--- src/rtl/scarv_soc_dbg_bridge_if.sv ---
// Byte-stream host link plus memif requestor signals of the debug bridge.
// The bridge uses the master view; the host/UART and memif responder use the slave view.
interface scarv_soc_dbg_bridge_if #(
    parameter int unsigned AW = 32
);
    logic          rx_valid;
    logic [7:0]    rx_data;
    logic          rx_ready;
    logic          tx_valid;
    logic [7:0]    tx_data;
    logic          tx_ready;
    logic          mem_req;
    logic          mem_gnt;
    logic          mem_wen;
    logic [3:0]    mem_strb;
    logic [AW-1:0] mem_addr;
    logic [31:0]   mem_wdata;
    logic          mem_recv;
    logic          mem_ack;
    logic          mem_error;
    logic [31:0]   mem_rdata;

    modport master (
        input  rx_valid, rx_data, tx_ready, mem_gnt, mem_recv, mem_error, mem_rdata,
        output rx_ready, tx_valid, tx_data, mem_req, mem_wen, mem_strb, mem_addr,
               mem_wdata, mem_ack
    );

    modport slave (
        output rx_valid, rx_data, tx_ready, mem_gnt, mem_recv, mem_error, mem_rdata,
        input  rx_ready, tx_valid, tx_data, mem_req, mem_wen, mem_strb, mem_addr,
               mem_wdata, mem_ack
    );
endinterface

--- src/rtl/scarv_soc_dbg_bridge.sv ---
// Debug bridge: decodes host READ/WRITE byte commands into single memif
// transactions and streams the status/read data back to the host.
module scarv_soc_dbg_bridge #(
    parameter int unsigned AW = 32,
    parameter int unsigned DW = 32
) (
    input  logic                        g_clk,
    input  logic                        g_reset,
    scarv_soc_dbg_bridge_if.master      bus
);

    localparam int unsigned BW = 8;

    typedef enum logic [2:0] {
        IDLE, ADDR, WDATA, REQ, RSP, TX_STAT, TX_DATA, TX_BAD
    } state_t;

    state_t        state, state_d;
    logic [1:0]    cnt, cnt_d;
    logic          is_write, is_write_d;
    logic [31:0]   addr, addr_d;
    logic [31:0]   wdata, wdata_d;
    logic [31:0]   rdata, rdata_d;
    logic          err, err_d;

    logic          rx_ready_d, tx_valid_d, mem_req_d, mem_wen_d, mem_ack_d;
    logic [BW-1:0] tx_data_d;
    logic [3:0]    mem_strb_d;
    logic [AW-1:0] mem_addr_d;
    logic [31:0]   mem_wdata_d;

    logic rx_fire_c, tx_fire_c;

    assign rx_fire_c = bus.rx_valid && bus.rx_ready;
    assign tx_fire_c = bus.tx_valid && bus.tx_ready;

    // State and registered outputs; every output is a function of the next state.
    always_ff @(posedge g_clk) begin
        if (g_reset) begin
            state         <= IDLE;
            cnt           <= 2'd0;
            is_write      <= 1'b0;
            addr          <= 32'd0;
            wdata         <= 32'd0;
            rdata         <= 32'd0;
            err           <= 1'b0;
            bus.rx_ready  <= 1'b0;
            bus.tx_valid  <= 1'b0;
            bus.tx_data   <= '0;
            bus.mem_req   <= 1'b0;
            bus.mem_wen   <= 1'b0;
            bus.mem_strb  <= 4'd0;
            bus.mem_addr  <= '0;
            bus.mem_wdata <= 32'd0;
            bus.mem_ack   <= 1'b0;
        end else begin
            state         <= state_d;
            cnt           <= cnt_d;
            is_write      <= is_write_d;
            addr          <= addr_d;
            wdata         <= wdata_d;
            rdata         <= rdata_d;
            err           <= err_d;
            bus.rx_ready  <= rx_ready_d;
            bus.tx_valid  <= tx_valid_d;
            bus.tx_data   <= tx_data_d;
            bus.mem_req   <= mem_req_d;
            bus.mem_wen   <= mem_wen_d;
            bus.mem_strb  <= mem_strb_d;
            bus.mem_addr  <= mem_addr_d;
            bus.mem_wdata <= mem_wdata_d;
            bus.mem_ack   <= mem_ack_d;
        end
    end

    always_comb begin
        state_d    = state;
        cnt_d      = cnt;
        is_write_d = is_write;
        addr_d     = addr;
        wdata_d    = wdata;
        rdata_d    = rdata;
        err_d      = err;

        case (state)
            IDLE: if (rx_fire_c) begin
                cnt_d = 2'd0;
                if (bus.rx_data == 8'h01 || bus.rx_data == 8'h02) begin
                    is_write_d = (bus.rx_data == 8'h02);
                    state_d    = ADDR;
                end else begin
                    state_d    = TX_BAD;
                end
            end
            // Multi-byte fields arrive LSB first, so shift in from the top.
            ADDR: if (rx_fire_c) begin
                addr_d = {bus.rx_data, addr[31:8]};
                cnt_d  = 2'(cnt + 2'd1);
                if (cnt == 2'd3) state_d = is_write ? WDATA : REQ;
            end
            WDATA: if (rx_fire_c) begin
                wdata_d = {bus.rx_data, wdata[31:8]};
                cnt_d   = 2'(cnt + 2'd1);
                if (cnt == 2'd3) state_d = REQ;
            end
            REQ: if (bus.mem_req && bus.mem_gnt) state_d = RSP;
            RSP: if (bus.mem_recv && bus.mem_ack) begin
                rdata_d = bus.mem_rdata;
                err_d   = bus.mem_error;
                state_d = TX_STAT;
            end
            TX_STAT: if (tx_fire_c) begin
                cnt_d   = 2'd0;
                state_d = is_write ? IDLE : TX_DATA;
            end
            TX_DATA: if (tx_fire_c) begin
                cnt_d = 2'(cnt + 2'd1);
                if (cnt == 2'd3) state_d = IDLE;
            end
            TX_BAD: if (tx_fire_c) state_d = IDLE;
            default: state_d = IDLE;
        endcase

        rx_ready_d  = (state_d == IDLE) || (state_d == ADDR) || (state_d == WDATA);
        mem_req_d   = (state_d == REQ);
        mem_wen_d   = (state_d == REQ) && is_write_d;
        mem_strb_d  = ((state_d == REQ) && is_write_d) ? 4'b1111 : 4'b0000;
        mem_addr_d  = AW'({addr_d[31:2], 2'b00});
        mem_wdata_d = wdata_d;
        mem_ack_d   = (state_d == RSP);
        tx_valid_d  = (state_d == TX_STAT) || (state_d == TX_DATA) || (state_d == TX_BAD);

        case (state_d)
            TX_STAT: tx_data_d = {7'd0, err_d};
            TX_DATA: tx_data_d = BW'(rdata_d >> {cnt_d, 3'b000});
            TX_BAD:  tx_data_d = 8'hEE;
            default: tx_data_d = 8'h00;
        endcase
    end

endmodule

--- src/flat_wrapper.sv ---
// flat-port wrapper written by rule: the top's interface ports become plain ports
module scarv_soc_dbg_bridge_flat 
#(
    parameter int unsigned AW = 32,
    parameter int unsigned DW = 32
)
  (g_clk, g_reset, bus_rx_valid, bus_rx_data, bus_tx_ready, bus_mem_gnt, bus_mem_recv, bus_mem_error, bus_mem_rdata, bus_rx_ready, bus_tx_valid, bus_tx_data, bus_mem_req, bus_mem_wen, bus_mem_strb, bus_mem_addr, bus_mem_wdata, bus_mem_ack);
  scarv_soc_dbg_bridge_if #(.AW(AW)) bus_i ();
  input  logic g_clk;
  input  logic g_reset;
  input wire logic [$bits(bus_i.rx_valid)-1:0] bus_rx_valid;
  input wire logic [$bits(bus_i.rx_data)-1:0] bus_rx_data;
  input wire logic [$bits(bus_i.tx_ready)-1:0] bus_tx_ready;
  input wire logic [$bits(bus_i.mem_gnt)-1:0] bus_mem_gnt;
  input wire logic [$bits(bus_i.mem_recv)-1:0] bus_mem_recv;
  input wire logic [$bits(bus_i.mem_error)-1:0] bus_mem_error;
  input wire logic [$bits(bus_i.mem_rdata)-1:0] bus_mem_rdata;
  output wire logic [$bits(bus_i.rx_ready)-1:0] bus_rx_ready;
  output wire logic [$bits(bus_i.tx_valid)-1:0] bus_tx_valid;
  output wire logic [$bits(bus_i.tx_data)-1:0] bus_tx_data;
  output wire logic [$bits(bus_i.mem_req)-1:0] bus_mem_req;
  output wire logic [$bits(bus_i.mem_wen)-1:0] bus_mem_wen;
  output wire logic [$bits(bus_i.mem_strb)-1:0] bus_mem_strb;
  output wire logic [$bits(bus_i.mem_addr)-1:0] bus_mem_addr;
  output wire logic [$bits(bus_i.mem_wdata)-1:0] bus_mem_wdata;
  output wire logic [$bits(bus_i.mem_ack)-1:0] bus_mem_ack;
  assign bus_i.rx_valid = bus_rx_valid;
  assign bus_i.rx_data = bus_rx_data;
  assign bus_i.tx_ready = bus_tx_ready;
  assign bus_i.mem_gnt = bus_mem_gnt;
  assign bus_i.mem_recv = bus_mem_recv;
  assign bus_i.mem_error = bus_mem_error;
  assign bus_i.mem_rdata = bus_mem_rdata;
  assign bus_rx_ready = bus_i.rx_ready;
  assign bus_tx_valid = bus_i.tx_valid;
  assign bus_tx_data = bus_i.tx_data;
  assign bus_mem_req = bus_i.mem_req;
  assign bus_mem_wen = bus_i.mem_wen;
  assign bus_mem_strb = bus_i.mem_strb;
  assign bus_mem_addr = bus_i.mem_addr;
  assign bus_mem_wdata = bus_i.mem_wdata;
  assign bus_mem_ack = bus_i.mem_ack;
  scarv_soc_dbg_bridge #(.AW(AW), .DW(DW)) u_core (.g_clk(g_clk), .g_reset(g_reset), .bus(bus_i));
endmodule
--- config.mk ---
export PLATFORM = sky130hd
export DESIGN_NAME = scarv_soc_dbg_bridge_flat
export DESIGN_NICKNAME = d
export VERILOG_FILES = /design/src/rtl/scarv_soc_dbg_bridge_if.sv /design/src/rtl/scarv_soc_dbg_bridge.sv /design/src/flat_wrapper.sv
export SDC_FILE = /design/constraint.sdc
export NUM_CORES = 1
export LEC_CHECK = 0
export ABC_AREA = 1
export CELL_PAD_IN_SITES_DETAIL_PLACEMENT = 1
export CELL_PAD_IN_SITES_GLOBAL_PLACEMENT = 2
export CORE_AREA = 2 2 144 146
export DETAILED_ROUTE_END_ITERATION = 10
export DIE_AREA = 0 0 146 148
export PLACE_DENSITY = 0.71
export RECOVER_POWER = 100
export SLEW_MARGIN = 10
export SYNTH_ARGS = -nofsm -noshare
export SYNTH_HDL_FRONTEND = slang
export SYNTH_SLANG_ARGS = --single-unit
--- constraint.sdc ---
create_clock -name g_clk -period 1.55 [get_ports g_clk]
set_input_delay 0.2325 -clock g_clk [delete_from_list [all_inputs] [get_ports g_clk]]
set_output_delay 0.2325 -clock g_clk [all_outputs]
set_load 0.05 [all_outputs]
# Word-level counts from Yosys, hierarchy flattened
# Cells that the tools add are included.
# op_classes
bitwise_logic,0
n_reduce_logical,15
multipliers,0
div_mod_pow,0
order_cmp,0
add_sub_neg,1
eq_ne,17
shift,1
mux,31
# ops
operator,n
2-to-1 mux 32 bit,4
2-to-1 mux 3 bit,13
>> shifter 32 x 5 -> 8 bit,1
"== test 3 bit, second input constant",8
one-hot mux 3 bit (8 select lines),1
one-hot mux 8 bit (3 select lines),1
"== test 3 x 2 -> 1 bit, second input constant",4
"== test 8 x 1 -> 1 bit, second input constant",1
"== test 8 x 2 -> 1 bit, second input constant",1
2-to-1 mux 2 bit,4
one-hot mux 2 bit (4 select lines),1
"== test 3 x 1 -> 1 bit, second input constant",2
logical NOT 3 bit,2
2-to-1 mux 1 bit,6
logical AND 1 bit,5
logical OR 1 bit,5
2-to-1 mux 4 bit,1
AND reduction 2 bit,2
"adder 2 x 1 -> 2 bit, second input constant",1
"== test 2 bit, second input constant",1
OR reduction 2 bit,1
# totals
ramBits,0
ff_bits,122
mem_bits_ro,0
elab_cells,81
in_bits,47
latchBits,0
memories,0

# Longest topological paths before layout
# depth
word_depth,8
ltp_mapped,14
ltp_nobuf,13

# Worst setup path after synthesis
# OpenSTA, ideal clock, no wires.
# synth_timing
path_type,register to register
startpoint,register u_core.bus.rx_ready
endpoint,register u_core.bus.tx_data[5]
setup_time_ps,109
path_buffers,1
setup_slack_ps,-568
t_required_ps,1441
arrival_ps,2009
stages_incl_launch_ff,15
synth_period_minus_slack_ps,2118
cell_sequence,dfxtp_1 > nand2_1 > ha_1 > inv_1 > nand4_1 > nand2_1 > nor2_4 > nand2_4 > inv_4 > buf_8 > nand2_1 > nand3_1 > nand3_1 > nand2_1 > inv_1
# synth_between
elab_chain_cells,5
word_cells_on_any_way,13
classes_between,3 x eq/ne; 1 x shift; 8 x mux; 1 x reduce/logical
# synth_rtl
item,line,rtl
"start, declared",scarv_soc_dbg_bridge_if.sv:25,"output rx_ready, tx_valid, tx_data, mem_req, mem_wen, mem_strb, mem_addr,"
"start signal, assigned",scarv_soc_dbg_bridge.sv:64,bus.rx_ready <= rx_ready_d;
logical AND 1 bit *,scarv_soc_dbg_bridge.sv:34,assign rx_fire_c = bus.rx_valid && bus.rx_ready;
2-to-1 mux 2 bit (tied with other cells),"scarv_soc_dbg_bridge.sv:96, scarv_soc_dbg_bridge.sv:101",
one-hot mux 2 bit (4 select lines) / one-hot mux 3 bit (8 select lines) (equally long branches),scarv_soc_dbg_bridge.sv:85,case (state)
>> shifter 32 x 5 -> 8 bit / == test 3 bit (equally long branches),"scarv_soc_dbg_bridge.sv:135, scarv_soc_dbg_bridge.sv:133",
one-hot mux 8 bit (3 select lines) *,scarv_soc_dbg_bridge.sv:133,case (state_d)
"end signal, assigned",scarv_soc_dbg_bridge.sv:66,bus.tx_data <= tx_data_d;
"end, declared",scarv_soc_dbg_bridge_if.sv:25,
# Every way passes the cells marked *; elsewhere a longest branch is shown, timed or not.
# A chain may end at the register's enable or synchronous reset.

# Final worst setup path
# layout_timing
startpoint,register u_core.state[2]
endpoint,register u_core.bus.tx_data[4]
# layout_between
elab_chain_cells,5
word_cells_on_any_way,28
classes_between,10 x eq/ne; 1 x shift; 15 x mux; 2 x reduce/logical
# layout_rtl
item,line,rtl
"start, declared",scarv_soc_dbg_bridge.sv:18,"state_t state, state_d;"
"start signal, assigned",scarv_soc_dbg_bridge.sv:57,state <= state_d;
== test 3 x 1 -> 1 bit (tied with other cells),scarv_soc_dbg_bridge.sv:85,
OR reduction 2 bit (no source line) (tied with other cells),-,
one-hot mux 2 bit (4 select lines) / one-hot mux 3 bit (8 select lines) (equally long branches),scarv_soc_dbg_bridge.sv:85,
>> shifter 32 x 5 -> 8 bit / == test 3 bit (equally long branches),"scarv_soc_dbg_bridge.sv:135, scarv_soc_dbg_bridge.sv:133",
one-hot mux 8 bit (3 select lines) *,scarv_soc_dbg_bridge.sv:133,
# Marked as above.

==> flow_summary.toml <==
[floorplan]
die_area_sq_mm = 0.0216
core_area_sq_mm = 0.0200
initial_utilization = 0.236
die_h_microns = 148
io_pins = 128
die_x_microns = 146
row_count = 52

[sta]
tns_ns = -2.96
worst_slack_ns = -0.222
timing.fmax_mhz = 564
clock_skew_ns = 0.00931
rsz0062_at_grt = "yes"
finalSetupViolations = 52
finalCriticalPeriod_ns = 1.77
slew_viol_final = 0
timing.final.crit_share = 1.14
hold_violations = 0

[final_layout]
drive_gt1_frac = 0.410
area_growth_pct = 68.7
fin_nets = 880
stdcell_count = 1113
diodes = 0

[drt]
vias = 4888
viasPerCell = 4.39
ant_nets = 0
drc = 0
first_iter_violations = 133
wl_per_cell_microns = 14.8
dr.pass1.iters = 4
wl_microns = 16500

[clock_network]
clk_pin_slew_worst_paths_ns = 0.06
cts-root-buf = "clkbuf_16"
cts_tree = "built"
cts_sinks = 114
clockBufferDepth = 2
htree_levels = 4
hold_buffers = 0
cts_buffers = 17
clock_latency_ns = 0.42

[power_and_ir_drop]
p_total_uw = 10200
p_per_area_mw_per_mm2 = 1290
p_leak_uw = 0.00366
ir_worst_vdd_v = 0.000787

[critical_path]
cp_max_fo = 8
critPathRequiredTime_ns = 1.89
reg2reg_depth = 11
timing.reg2reg.setup_slack_ns = -0.22
max_stage_delay_ns = 0.35
slowest_stage = "dfxtp_2"
critPathCaptureType = "flop"
worstSetupStartpointType = "flop"
path_class = "reg -> reg"
worstSetupEndpoint = "u_core.bus.tx_data[4]$_SDFF_PP0_"
crit_chain = "buf_12 > clkinvlp_4 > nand2_4 > buf_6 > nor2_2 > nand3_1 > nand3_2 > inv_4 > buf_12 > nand3_1 > a21oi_1"
cp.arrival_ns = 2.11
startpoint = "u_core.state[2]$_SDFF_PP0_"
r2r_start = "u_core.state[2]$_SDFF_PP0_"
reg2reg_to = "u_core.bus.tx_data[4]$_SDFF_PP0_"

[logic_synthesis]
yosys.area.top_type = "dfxtp_1"
syn_avg_cell_area_sq_um = 7.67
synth_seq_area_share = 0.483
synth_seq_cells = 114
yosysTopAreaCellShare = 0.483
synth.area.top_cells = "dfxtp_1, nor2_1, o21ai_0"
synthCells = 616
synth.distinct_cells = 36
ys_warn_count = 0
synth_area_sq_mm = 0.00472

[min_path]
hold_path.class = "in -> reg"

[placed_design]
dp_slack_ns = -0.622
gp_congestion = 0.801
hpwl_microns = 11400
placed_cells = 1056
io_buffers = 125

[run_status]
violations = "setup timing"
status = "finished, violations left"

[global_routing]
overflow = 0
grt_max_degree = 64
grt_pass1_wl_microns = 26000
globalRouteTotalUtil = 0.150
antenna_found_initial = 0
grt_pass1_vias = 5194

[run]
maxCapViolCount = 0
==> cell type report <==
type | count | area (sq um)
inverter | 43 | 215
multi-input combinational | 423 | 2550
clock inverter | 8 | 96.3
sequential | 114 | 2300
timing repair inverter | 1 | 8.76
fill | 2421 | 12100
timing repair buffer | 230 | 1950
clock buffer | 24 | 514
tap | 270 | 338
==> cell usage in the layout, fill, tap and decap left out, types with 3 or more instances in the layout <==
master,n
mux2i_4,3
nand3_1,24
dfxtp_2,5
nand3_4,3
dfxtp_1,107
clkbuf_2,76
inv_1,28
buf_12,14
a21oi_2,5
nor2_1,140
o21ai_0,50
nand2_2,18
buf_4,67
inv_2,5
nor2_2,21
nand3_2,15
inv_4,3
inv_6,3
a21oi_1,4
mux2i_1,16
nand2_1,52
clkinv_2,4
clkbuf_1,4
clkbuf_4,5
o21ai_1,18
clkbuf_16,22
clkinvlp_4,4
nor3_4,3
clkdlybuf4s50_1,45
buf_6,16
nand2_4,9
nor2_4,12
o21ai_2,10
==> Yosys cell counts <==
cell and n:
o21ai_0 69, mux2i_1 21, nor2_1 170, buf_1 1, nand4_2 1, clkbuf_1 18
o21ai_2 2, inv_2 5, clkinv_1 1, nor3_1 3, nand3_2 5, buf_4 7
nor4_1 1, buf_2 4, nor3b_1 1, o21ai_4 1, a21oi_2 1, conb_1 1
nand2_2 3, buf_6 6, nand3_1 37, dfxtp_1 114, nor2_2 2, nand4_1 2
nand2_4 3, inv_1 35, buf_8 1, o211ai_1 1, inv_4 2, a21oi_1 8
nor3_2 2, nor2_4 1, nor3_4 1, o21ai_1 8, nand2_1 75, ha_1 3
==> worst max-delay path, delay by kind of cell, from the launching register on <==
family | cells | cell delay, ns
AO/OA/AOI/OAI | 1 | 0.13
flip-flops | 1 | 0.35
AND/OR/NAND/NOR | 5 | 0.55
buffers and inverters | 5 | 0.66
==> worst min path at each step <==
stage | from | slack, ns | end | cells past startpoint
floorplan | bus_mem_error | 0.40 | u_core.err$_SDFF_PP0_ | 2
global placement | u_core.bus.mem_addr[8]$_SDFFE_PP0P_ | 0.46 | u_core.bus.mem_addr[8]$_SDFFE_PP0P_ | 2
detailed placement | u_core.bus.mem_addr[9]$_SDFFE_PP0P_ | 0.48 | u_core.bus.mem_addr[9]$_SDFFE_PP0P_ | 2
CTS | bus_mem_rdata[18] | 0.48 | u_core.rdata[18]$_SDFF_PP0_ | 3
global route | bus_rx_data[5] | 0.34 | u_core.bus.mem_wdata[29]$_SDFFE_PP0P_ | 4
finish | bus_rx_data[5] | 0.31 | u_core.bus.mem_wdata[29]$_SDFFE_PP0P_ | 4
==> what timing repair did <==
item | CTS | global route
pin swaps | 24 | 34
setup endpoints to repair | 48 | 83
endpoints found under the hold margin | 0 | 0
gates resized for setup | 82 | 109
gates cloned | 2 | 3
buffers inserted | 14 | 7
==> logic make-up after synthesis <==
logic type               synth area share
AO/OA/AOI/OAI                       0.101
adder cells (fa/ha/maj)           0.00795
buffers and inverters              0.0832
flip-flops                          0.483
multiplexers                       0.0445
other                            0.000794
AND/OR/NAND/NOR                     0.280
==> per-layer routing <==
layer  vias to the layer above  GRT usage  routed length, microns
met5                         -          0                       0
met4                         0     0.0519                     323
met3                        25     0.0380                     690
met2                       128      0.262                    8300
met1                      2331      0.180                    7150
li1                       2404          -                       -
==> stage by stage <==
| stage | instance area [sq um] | util | hold slack [ns] |
|---|---|---|---|
| 2_1_floorplan | 4760 | - | 0.396 |
| 3_3_place_gp | 6680 | 0.333 | 0.463 |
| 3_5_place_dp | 6680 | 0.333 | 0.479 |
| 4_1_cts | 7720 | 0.385 | 0.484 |
| 5_1_grt | 7970 | 0.398 | 0.336 |
| 6_report | 7970 | 0.398 | 0.306 |
==> sequential cells by signal, indices dropped and copies added, names as in the netlist, 2 cells and up <==
| register | flops |
|---|---|
| u_core.rdata | 32 |
| u_core.bus.mem_addr | 30 |
| u_core.bus.tx_data | 8 |
| u_core.bus.mem_wdata | 32 |
| u_core.state | 3 |
| u_core.cnt | 2 |
==> power breakdown <==
part | total (uW) | switching (uW) | internal (uW)
Combinational | 2990 | 1740 | 1250
Sequential | 3240 | 135 | 3110
Clock | 4010 | 1380 | 2630
Power figures use the tool's default switching activity.
